$ cat src/rtl/karp_defs.sv
// Shared fetch-path encodings used by fetch_unit, program_counter and the decoder.
package karp_defs;

  localparam logic [1:0] PC_HOLD = 2'b00;
  localparam logic [1:0] PC_INC  = 2'b01;
  localparam logic [1:0] PC_LOAD = 2'b10;

  typedef enum logic [1:0] {
    S_FETCH   = 2'd0,
    S_LATCH   = 2'd1,
    S_PRESENT = 2'd2,
    S_HALT    = 2'd3
  } fetch_state_e;

endpackage

$ cat src/rtl/fetch_unit.sv
// Fetch sequencer: read at pc, latch word, present to decode (one word per 3 cycles, held while ir_ready=0).
// Optional FETCH_COUNT_EN adds a saturating accepted-instruction counter; otherwise fetch_count is tied to 0.
module fetch_unit
  import karp_defs::*;
#(
  parameter int ADDR_W  = 6,
  parameter int INSTR_W = 16
) (
  input  logic               clk,
  input  logic               clr,
  input  logic [ADDR_W-1:0]  pc,
  output logic [1:0]         pc_ctrl,
  output logic [ADDR_W-1:0]  pc_load,
  output logic [ADDR_W-1:0]  mem_addr,
  output logic               mem_rd_en,
  input  logic [INSTR_W-1:0] mem_data,
  output logic [INSTR_W-1:0] ir,
  output logic [ADDR_W-1:0]  ir_pc,
  output logic               ir_valid,
  input  logic               ir_ready,
  input  logic               branch_req,
  input  logic [ADDR_W-1:0]  branch_target,
  input  logic               halt,
  output logic               halted,
  output logic [15:0]        fetch_count
);

  fetch_state_e       state_q, state_d;
  logic [INSTR_W-1:0] ir_q, ir_d;
  logic [ADDR_W-1:0]  ir_pc_q, ir_pc_d;
  logic               ir_valid_q, ir_valid_d;
  logic               halted_q, halted_d;
  logic               accept;

  assign mem_addr = pc;
  assign accept   = ir_valid_q && ir_ready;

  always_comb begin
    state_d    = state_q;
    ir_d       = ir_q;
    ir_pc_d    = ir_pc_q;
    ir_valid_d = ir_valid_q;
    pc_ctrl    = PC_HOLD;
    pc_load    = '0;
    mem_rd_en  = 1'b0;

    if (clr) begin
      state_d    = S_FETCH;
      ir_valid_d = 1'b0;
    end else if (halt) begin
      // halt freezes the PC and beats any branch in the same cycle
      state_d    = S_HALT;
      ir_valid_d = 1'b0;
    end else if (branch_req && state_q != S_HALT) begin
      pc_ctrl    = PC_LOAD;
      pc_load    = branch_target;
      state_d    = S_FETCH;
      ir_valid_d = 1'b0;
    end else begin
      case (state_q)
        S_FETCH: begin
          mem_rd_en = 1'b1;
          state_d   = S_LATCH;
        end
        S_LATCH: begin
          pc_ctrl    = PC_INC;
          ir_d       = mem_data;
          ir_pc_d    = pc;
          ir_valid_d = 1'b1;
          state_d    = S_PRESENT;
        end
        S_PRESENT: begin
          if (accept) begin
            ir_valid_d = 1'b0;
            state_d    = S_FETCH;
          end
        end
        default: state_d = S_HALT;
      endcase
    end

    halted_d = (state_d == S_HALT);
  end

  always_ff @(posedge clk) begin
    if (clr) begin
      state_q    <= S_FETCH;
      ir_q       <= '0;
      ir_pc_q    <= '0;
      ir_valid_q <= 1'b0;
      halted_q   <= 1'b0;
    end else begin
      state_q    <= state_d;
      ir_q       <= ir_d;
      ir_pc_q    <= ir_pc_d;
      ir_valid_q <= ir_valid_d;
      halted_q   <= halted_d;
    end
  end

  assign ir       = ir_q;
  assign ir_pc    = ir_pc_q;
  assign ir_valid = ir_valid_q;
  assign halted   = halted_q;

`ifdef FETCH_COUNT_EN
  logic [15:0] fetch_count_q, fetch_count_d;

  // accepts are counted even when a halt or branch lands in the same cycle
  always_comb begin
    fetch_count_d = fetch_count_q;
    if (accept && fetch_count_q != 16'hFFFF) fetch_count_d = fetch_count_q + 16'd1;
  end

  always_ff @(posedge clk) begin
    if (clr) fetch_count_q <= '0;
    else     fetch_count_q <= fetch_count_d;
  end

  assign fetch_count = fetch_count_q;
`else
  assign fetch_count = '0;
`endif

endmodule
$ cat config.mk
export PLATFORM = sky130hd
export DESIGN_NAME = fetch_unit
export DESIGN_NICKNAME = d
export VERILOG_FILES = /design/src/rtl/karp_defs.sv /design/src/rtl/fetch_unit.sv
export SDC_FILE = /design/constraint.sdc
export NUM_CORES = 1
export LEC_CHECK = 0
export BUFFER_PORTS_ARGS = -buffer_cell sky130_fd_sc_hd__buf_2
export CAP_MARGIN = 20
export CORE_ASPECT_RATIO = 0.6
export CORE_MARGIN = 3
export CORE_UTILIZATION = 37
export CTS_CLUSTER_SIZE = 25
export DETAILED_ROUTE_END_ITERATION = 7
export PLACE_DENSITY = 0.75
export SLEW_MARGIN = 30
export SYNTH_ARGS = -nofsm -noshare
export SYNTH_HDL_FRONTEND = slang
export SYNTH_SLANG_ARGS = --single-unit
$ cat constraint.sdc
create_clock -name clk -period 1.26 [get_ports clk]
set_clock_uncertainty 0.1 [all_clocks]
set_input_delay 0.063 -clock clk [delete_from_list [all_inputs] [get_ports clk]]
set_output_delay 0.063 -clock clk [all_outputs]
set_load 0.05 [all_outputs]
==> out/qor.yml <==
run_status: "finished, violations left"
violations: "negative setup slack"
netlist_area_mm2: 0.00131
numClockSinks: 26
p_seq_frac: 0.403
min_path_cells: 4
dpl.hpwl_um: 2590
arrival_ns: 1.56
cts_tree: "yes"
p_sw_frac: 0.354
timing.fmax_mhz: 581
diodes: 0
ios: 88
dieWidth_um: 82.9
synth-seq-area-share: 0.396
leakage_nw: 1.03
r2r_slack_ns: -0.20
vdd_drop_max_mv: 0.612
hold_start: "ir_ready"
drc: 0
drt_iter0_drc: 47
die_h_um: 52.2
clk_pin_slew_ns: 0.09
synthCells: 161
pre_cts_slack_ns: -0.271
crit_type: "register to output pin"
port_buffers: 71
grt_pass1_vias: 1306
grt_max_degree: 25
seqCellArea_um2: 523
vias_per_cell: 4.73
worst_slack_ns: -0.460
ys_ff_latch: 26
period_needed_ns: 1.72
cts_buffer_depth: 2
regToRegStartpoint: "state_q[0]"
grt_overflow: 0
hold_class: "input port to register"
critical_path.cell_chain: "ha_4 > nand2b_4 > nor3_4 > and2_4 > buf_8"
nFillCells: 296
critical_path.max_stage_delay_ns: 0.35
rsz0062_at_grt: "true"
setup_viol: 35
globalplace.congestion: 0.755
grt_usage: 0.182
p_sw_mw: 0.764
numCtsBuffers: 3
worstPathMaxFanout: 7
nets: 297
cpMaxStageDelayCell: "dfxtp_2"
required_ns: 1.10
clkPwrFrac: 0.253
fin_tns_setup_ns: -8.10
detailroute.via_count: 1432
synth_warnings: 0
antenna_left: 0
synth.distinct_cells: 22
holdPathEnd: "ir_valid"
wl_per_cell_um: 14.0
drive_gt1_frac: 0.508
drt_first_pass_iters: 4
hold_violations: 0
p_int_mw: 1.40
cts_max_level: 1
area_growth_pct: 74.2
fin_cells: 303
grt_pass1_wl_um: 6340
multi_input_comb_area_um2: 787
ff2ff_path_depth: 6
min_period_over_period: 1.37
end_kind: "output pin"
synth.avg_cell_area_um2: 8.16
antenna_found_initial: 0
drv_slew: 0
comb_power_share: 0.344
core_mm2: 0.00332
reg2reg_to: "ir[11]"
worstSkewPairLatency_ns: 0.27
cp-startpoint: "state_q[0]"
drt_wl_total_um: 4240
power.density_mw_per_mm2: 944
placed_cells: 271
fin_worst_hold_slack_ns: 0.0458
rows: 16
start_kind: "register"
clock-root-buffer: "clkbuf_8"
max_cap_violations: 0
dieArea_mm2: 0.00432
start_util: 0.395
registers in the layout (all words and copies together), names as in the netlist:
signal	count
state_q	2
ir	16
ir_valid	1
halted	1
ir_pc	6
worst max-delay path, delay by kind of cell, from the launching register on:
family,cells,cell delay [ns]
buffers and inverters,1,0.14
flip-flops,1,0.35
AND/OR/NAND/NOR,3,0.65
adder cells (fa/ha/maj),1,0.15
cell usage after synthesis:
master	instances	area, um^2
dfxtp_1	26	521
a21oi_1	24	120
buf_4	24	180
nand3_1	22	110
o21ai_0	15	75.1
and2_1	8	50.1
o21ai_1	7	35.0
buf_2	6	30.0
ha_1	5	62.6
a211oi_1	3	22.5
inv_1	3	11.3
nor2b_1	3	18.8
clkbuf_1	2	7.51
clkbuf_2	2	10.0
nand2_1	2	7.51
nand2b_1	2	12.5
nor2_1	2	7.51
and2b_1	1	7.51
conb_1	1	3.75
nand4_1	1	6.26
nor3_1	1	5.00
nor3_2	1	10.0
routing by layer:
| metal | global-route usage | up-vias | routed length (um) |
|---|---|---|---|
| met2 | 0.301 | 52 | 2030 |
| met1 | 0.244 | 664 | 1910 |
| met3 | 0.0538 | 4 | 274 |
| li1 | - | 712 | - |
| met4 | 0.0245 | 0 | 23 |
| met5 | 0 | - | 0 |
layout by cell type, fill, tap and decap left out, drive strengths merged, types with 2 or more instances in the layout:
cell and n:
inv 3, nand2 2, a21oi 24, nor3 2, nor2 2, a211oi 3
nand2b 2, conb 16, buf 90, dlygate4sd3 22, ha 5, and2 8
nand3 22, nor2b 3, dfxtp 26, clkbuf 4, o21ai 22
kinds of logic after synthesis:
family / synth area share
compound gates: 0.192
simple gates: 0.179
flops: 0.396
fa+ha+maj: 0.0476
other cells: 0.00285
buf+inv: 0.182
repair_timing:
item / 4_1_cts / 5_1_grt
hold buffers: 22 / 0
setup buffers: 2 / 2
pin swaps: 14 / 5
gates cloned: 2 / 1
resized for setup: 58 / 27
setup endpoints to repair: 35 / 35
endpoints found under the hold margin: 22 / 0
metrics by stage:
step | utilization | cell area, um^2 | total power, mW
2_1_floorplan | - | 1450 | 1.35
3_3_place_gp | 0.514 | 1710 | 1.45
3_5_place_dp | 0.514 | 1710 | 1.45
4_1_cts | 0.651 | 2160 | 2.10
5_1_grt | 0.689 | 2290 | 2.24
6_report | 0.689 | 2290 | 2.16
power groups by stage:
stage	combinational, mW	sequential, mW	clock, mW
after CTS	0.686	0.868	0.550
final	0.744	0.870	0.546
after global routing	0.791	0.873	0.576
after detailed placement	0.564	0.886	0
after floorplan	0.382	0.972	0
after global placement	0.562	0.886	0
cell type report:
type                            count  area share
Inverter                            3     0.00601
Tap cell                           45      0.0246
Timing Repair Buffer              112       0.373
Multi-Input combinational cell    113       0.344
Clock buffer                        4      0.0241
Sequential cell                    26       0.229
worst max path at each step:
stage	to	slack [ns]
6_report	pc_load[4]	-0.46
5_1_grt	pc_load[1]	-0.55
4_1_cts	pc_load[1]	-0.46
3_5_place_dp	pc_load[1]	-0.27
3_3_place_gp	pc_load[4]	-0.21
2_1_floorplan	pc_load[0]	-0.57
No activity file was read; power rests on OpenSTA's default activity.
